$ cat src/rtl/multiplier_32x16_seq.sv
// multiplier_32x16_seq: sequential shift-add multiply-accumulate, product = q*b + r.
// Rebuilds a dividend from 32/16 divider outputs; one operation in flight,
// valid/ready handshake on both sides.
// Build option: MUL_RADIX4_EN retires two multiplier bits per step (BW/2 steps)
// using a 3*q register captured at accept; otherwise one bit per step (BW steps).
module multiplier_32x16_seq #(
   parameter int QW = 32,
   parameter int BW = 16,   // must be even
   parameter int RW = 32    // RW <= QW+BW
) (
   input  logic             clk,
   input  logic             rst_n,
   input  logic             in_valid,
   output logic             in_ready,
   input  logic [QW-1:0]    q,
   input  logic [BW-1:0]    b,
   input  logic [RW-1:0]    r,
   output logic             out_valid,
   input  logic             out_ready,
   output logic [QW+BW-1:0] product,
   output logic             ovf
);

   localparam int PW = QW + BW;
`ifdef MUL_RADIX4_EN
   localparam int STEPS = BW / 2;
`else
   localparam int STEPS = BW;
`endif
   localparam int CW = $clog2(STEPS + 1);

   localparam logic [1:0] S_IDLE = 2'd0;
   localparam logic [1:0] S_RUN  = 2'd1;
   localparam logic [1:0] S_DONE = 2'd2;

   logic [1:0]    state;
   logic [PW-1:0] mcand;
   logic [BW-1:0] mplier;
   logic [PW-1:0] acc;
   logic [PW-1:0] acc_n;
   logic [CW-1:0] count;
   logic          last_step;

   // Handshake flags come straight from the state register, so neither
   // in_valid nor out_ready has a combinational path to them.
   assign in_ready  = (state == S_IDLE);
   assign out_valid = (state == S_DONE);
   assign last_step = (count == CW'(STEPS - 1));

`ifdef MUL_RADIX4_EN
   logic [QW+1:0] q_ext;
   logic [QW+1:0] mcand3;   // 3*q, shifted into place by the step count

   assign q_ext = {2'b00, q};

   // Radix-4 step: add 0, 1x, 2x or 3x the current (shifted) multiplicand.
   always_comb begin
      acc_n = acc;
      case (mplier[1:0])
         2'd1:    acc_n = acc + mcand;
         2'd2:    acc_n = acc + (mcand << 1);
         2'd3:    acc_n = acc + (PW'(mcand3) << {count, 1'b0});
         default: acc_n = acc;
      endcase
   end
`else
   // Radix-2 step: add the multiplicand when the low multiplier bit is set.
   always_comb begin
      acc_n = acc;
      if (mplier[0]) acc_n = acc + mcand;
   end
`endif

   // FSM and datapath; reset discards any in-flight operation.
   always_ff @(posedge clk or negedge rst_n) begin
      if (!rst_n) begin
         state   <= S_IDLE;
         mcand   <= '0;
         mplier  <= '0;
         acc     <= '0;
         count   <= '0;
         product <= '0;
         ovf     <= 1'b0;
`ifdef MUL_RADIX4_EN
         mcand3  <= '0;
`endif
      end else begin
         case (state)
            S_IDLE: begin
               if (in_valid) begin
                  mcand  <= PW'(q);
                  mplier <= b;
                  acc    <= PW'(r);
                  count  <= '0;
`ifdef MUL_RADIX4_EN
                  mcand3 <= (q_ext << 1) + q_ext;
`endif
                  state  <= S_RUN;
               end
            end
            S_RUN: begin
               acc   <= acc_n;
               count <= count + 1'b1;
`ifdef MUL_RADIX4_EN
               mcand  <= mcand << 2;
               mplier <= mplier >> 2;
`else
               mcand  <= mcand << 1;
               mplier <= mplier >> 1;
`endif
               // Final step publishes the result in the same edge.
               if (last_step) begin
                  product <= acc_n;
                  ovf     <= |(acc_n >> 32);
                  state   <= S_DONE;
               end
            end
            S_DONE: begin
               if (out_ready) state <= S_IDLE;
            end
            default: state <= S_IDLE;
         endcase
      end
   end

endmodule

$ cat config.mk
export PLATFORM = sky130hd
export DESIGN_NAME = multiplier_32x16_seq
export DESIGN_NICKNAME = d
export VERILOG_FILES = /design/src/rtl/multiplier_32x16_seq.sv
export SDC_FILE = /design/constraint.sdc
export NUM_CORES = 1
export LEC_CHECK = 0
export CORE_MARGIN = 3
export CORE_UTILIZATION = 45
export CTS_CLUSTER_DIAMETER = 30
export DETAILED_ROUTE_END_ITERATION = 10
export GPL_TIMING_DRIVEN = 0
export PLACE_DENSITY = 0.67
export REMOVE_ABC_BUFFERS = 1
export SKIP_CTS_REPAIR_TIMING = 1
export SYNTH_ARGS = -nofsm -noshare
export SYNTH_HDL_FRONTEND = slang
export SYNTH_SLANG_ARGS = --single-unit
export TNS_END_PERCENT = 1
$ cat constraint.sdc
create_clock -name clk -period 3.63 [get_ports clk]
set_input_delay 1.089 -clock clk [delete_from_list [all_inputs] [get_ports clk]]
set_output_delay 1.089 -clock clk [all_outputs]
set_load 0.02 [all_outputs]
# == After elaboration in Yosys (flattened, before gate mapping) ==
# Cells that the tools add are included.
# word_totals
reg_bits,168
output_inout_bits,51
word_cells,34
# op_classes
n_addsub,2
eq_ne,6
muxes,13
reduce_logical,6
# ops
operator,n
case mux 48 bit (2 select lines),2
two-way mux 48 bit,3
adder 48 bit,1
case mux 16 bit (2 select lines),1
two-way mux 16 bit,1
OR reduction 16 bit,1
case mux 5 bit (2 select lines),1
two-way mux 2 bit,3
case mux 2 bit (3 select lines),1
adder 5 x 1 -> 5 bit (second input constant),1
equality test 5 x 4 -> 1 bit (second input constant),1
two-way mux 5 bit,1
inequality test 2 bit (second input constant),2
AND reduction 2 bit,2
AND reduction 3 bit,1
equality test 2 x 1 -> 1 bit (second input constant),1
equality test 2 bit (second input constant),1
logical NOT 2 bit,1
inequality test 2 x 1 -> 1 bit (second input constant),1
nonzero test 2 bit,1

# == Depth between registers and ports, before layout ==
# logic_depth
depth_word,3
mapped_depth,13
depth_no_buf,13

# == Worst setup path before layout ==
# OpenSTA, ideal clock, no wires.
# synth_path
path_kind,register to register
start,register mcand[0]
end,register ovf
setup_ps,126
arrival_time_ps,3159
slack_ps,345
stages_incl_launch_ff,14
period_less_slack_ps,3285
path_cell_list,dfrtp_1 ha_1 inv_1 fa_1 and2b_2 o2111ai_2 a2111o_1 and4_4 o31a_1 o31ai_1 xor2_1 o31a_1 and4b_1 a31oi_1
# synth_between
elab_chain_cells,3
# synth_rtl
element,line,rtl
"start, declared",37,logic [PW-1:0] mcand;
"start signal, assigned",91,mcand <= PW'(q);
"start signal, assigned",108,mcand <= mcand << 1;
adder 48 bit,70,if (mplier[0]) acc_n = acc + mcand;
two-way mux 48 bit,70,
OR reduction 16 bit,114,ovf <= |(acc_n >> 32);
"end signal, assigned",114,
"end, declared",21,output logic ovf
# Every way passes these cells.
# A chain may end at the register's enable or synchronous reset.

# == Worst setup path after layout ==
# layout_path
start,register state[0]
end,output out_valid
# layout_between
elab_chain_cells,1
# layout_rtl
element,line,rtl
"start, declared",36,logic [1:0] state;
"start signal, assigned",77,state <= S_IDLE;
"start signal, assigned",98,state <= S_RUN;
"start signal, assigned",115,state <= S_DONE;
equality test 2 bit,47,assign out_valid = (state == S_DONE);
"end, declared",18,"output logic out_valid,"
# Every way passes these cells.

==> qor.yml <==
finish:
  drive_gt1_share_pct: 6.83
  final_util_pct: 56.3
  mostFrequentLayoutCell: "nand2_1"
  syn_to_final_growth_pct: 21.2
  final_cell_mix: "nand2_1 (177), dfrtp_1 (165), o21ai_0 (155)"
  final_cells: 1553
  nets: 1394
  antenna_cells: 0
clock_network:
  htreeDepth: 4
  insertion_delay_ns: 0.44
  cts_root_buf: "clkbuf_16"
  cts_sinks: 168
  cts_buffers: 17
  cts.path.max_buffers: 2
  cts_tree: "done"
  clk_transition_reported_paths_ns: 0.07
power:
  combPwrFrac_pct: 57.7
  ir_drop_mv: 0.344
  power_frac_seq_pct: 27.7
  power_frac_clock_pct: 14.6
  power_mw: 12.4
  p_sw_share_pct: 46.4
  cellPowerDensity_nw_per_um2: 995
  power.switching_mw: 5.76
  internal_power_mw: 6.65
  power_leakage_nw: 5.14
setup_path:
  cp-end-kind: "primary output"
  worstRegToRegCells: 11
  worstSetupPathType: "flip-flop to primary output"
  worst_ep_arrival_time_ns: 2.46
  worstPathRequired_ns: 2.54
  start_kind: "flip-flop"
  critical_path.reg2reg.startpoint: "mcand[4]"
  path_max_fanout: 35
  r2r_setup_slack_ns: 0.09
  r2r-end: "ovf"
run:
  maxCapViolations: 0
logic_synthesis:
  syn_area_um2: 10300
  ys.warnings.count: 0
  ys_seq_elements: 168
  synth-edff-count: 0
  synth.largest_area_cell: "dfrtp_1"
  synth_area_per_cell_um2: 8.78
  synthFlopType: "dfrtp_1"
  yosys-top-cells-area: "dfrtp_1 (41%), o21ai_0 (7.7%), nand2_1 (6.5%)"
  ys_types: 70
  async_flop_share_pct: 100
  synth_top_area_share_pct: 40.8
  yosysSeqAreaShare_pct: 40.8
  postSynthCellCount: 1173
sta:
  maxSlewViolCount: 0
  period_share_pct: 97.8
  hold_viol: 0
  maxSlewHeadroom_pct: 36.3
  setup_ws_ns: 0.0804
  setup_viol: 0
  tightestPinTransition_ns: 0.955
  hold_slack_ns: 0.476
  skew_ns: 0.0137
  rsz0062_at_grt: "yes"
  period_minus_slack_ns: 3.55
  max_freq_mhz: 282
global_route:
  antenna_found_initial: 2
  grt.met3_usage_pct: 4.65
  top_usage_layer: "met2"
  met1_usage_pct: 33.7
  grt_pass1_vias: 8795
  use_met2_pct: 37.3
  grt_max_degree: 92
  grt_pass1_wl_um: 46500
  grtUsageTotal_pct: 23.6
  grt_overflow_total: 0
detailed_routing:
  vias_per_cell: 5.88
  drt-total-wl_um: 29300
  wl_per_cell_um: 18.8
  drt_iter0_markers: 553
  vias: 9129
  postRouteAntennaNets: 0
  drc_errors: 0
  first_pass_iters: 5
die:
  die_width_um: 157
  io_pins: 135
  die_area_um2: 24700
  core_area_um2: 22200
  start_util_pct: 46.5
  die_h_um: 157
  rows: 54
hold_path:
  holdPathEnd: "product[36]"
  holdPathStages: 2
  min_path_type: "flip-flop to flip-flop"
  hold_path_startpoint: "product[36]"
place:
  dp_slack_ns: -0.200
  gp_congestion: 0.895
  dp_cells: 1514
  port_buffers: 134
  dp_hpwl_um: 20300
outcome:
  status: "finished, final reports clean"
-- routing by layer --
metal / part of all wire, % / vias to the layer above
met5: 0.075 / -
met4: 1.2 / 4
met3: 5.6 / 24
met2: 46 / 257
met1: 47 / 4399
li1: - / 4445
-- kinds of logic after synthesis --
kind of cell	after synthesis	share of synthesized area (%)
adders and majority gates	50	6.15
DFF	168	40.8
xor gates and xnor gates	36	3.06
buffers and inverters	96	4.28
muxes	46	4.61
AOI/OAI and AO/OA	437	26.4
and+or+nand+nor	340	14.7
-- final cells by class --
type,instances,area [um^2]
clock inverter,13,138
tap,280,350
inverter,16,60.1
timing repair buffer,147,1560
fill,2079,9680
multi-input combinational,910,5730
clock buffer,19,433
sequential,168,4210
-- power by group through the flow --
stage                     clock network (mW)  logic, mW  registers [mW]
after CTS                               1.84       7.02            3.44
after global placement                     0       6.75            3.51
final                                   1.81       7.16            3.44
after floorplan                            0       4.60            3.58
after global routing                    1.92       7.90            3.56
after detailed placement                   0       6.99            3.46
-- per-stage QoR --
step                cell area, um^2  TNS (ns)
floorplan                      9920    -83.73
global placement              11600  -1412.64
detailed placement            11800    -0.551
CTS                           12400    -0.696
global route                  12500   -0.0663
finish                        12500         0
-- synthesized netlist by cell type, drive strengths merged, types with 2 or more instances --
cell type / n
a211oi: 18
a21boi: 3
a21o: 11
a21oi: 101
a22o: 22
a22oi: 49
a31o: 2
a31oi: 6
a32o: 2
a32oi: 3
and2: 2
and2b: 2
and3: 3
buf: 12
clkbuf: 64
clkdlybuf4s15: 2
dfrtp: 168
ha: 49
inv: 16
mux2: 11
mux2i: 35
nand2: 178
nand2b: 6
nand3: 9
nand4: 23
nor2: 70
nor2b: 18
nor3: 10
nor4b: 2
o2111ai: 2
o211ai: 8
o21a: 12
o21ai: 160
o21bai: 7
o22a: 7
o22ai: 6
o311a: 3
o31a: 4
o31ai: 3
or2: 7
or3: 2
or4: 2
xnor2: 23
xor2: 13
-- worst max path at each step --
stage                  end  cells past startpoint      from
6_report         out_valid                      5  state[0]
4_1_cts        product[46]                     12  mcand[0]
3_3_place_gp           ovf                      6  state[0]
5_1_grt                ovf                     11  mcand[4]
3_5_place_dp   product[46]                     12  mcand[0]
2_1_floorplan          ovf                      6  state[0]
-- state kept, by name, indices dropped and copies added (netlist names) --
name and flops:
acc 48, count 5, mcand 48, mplier 16, ovf 1, product 48
state 2
-- critical path: stages, from the launching register on --
cell and delay, ns:
dfrtp_4 0.66, buf_12 0.25, inv_1 0.33, nand2_1 0.11, inv_1 0.07, clkdlybuf4s50_1 0.59
(Power assumes the default switching activity.)
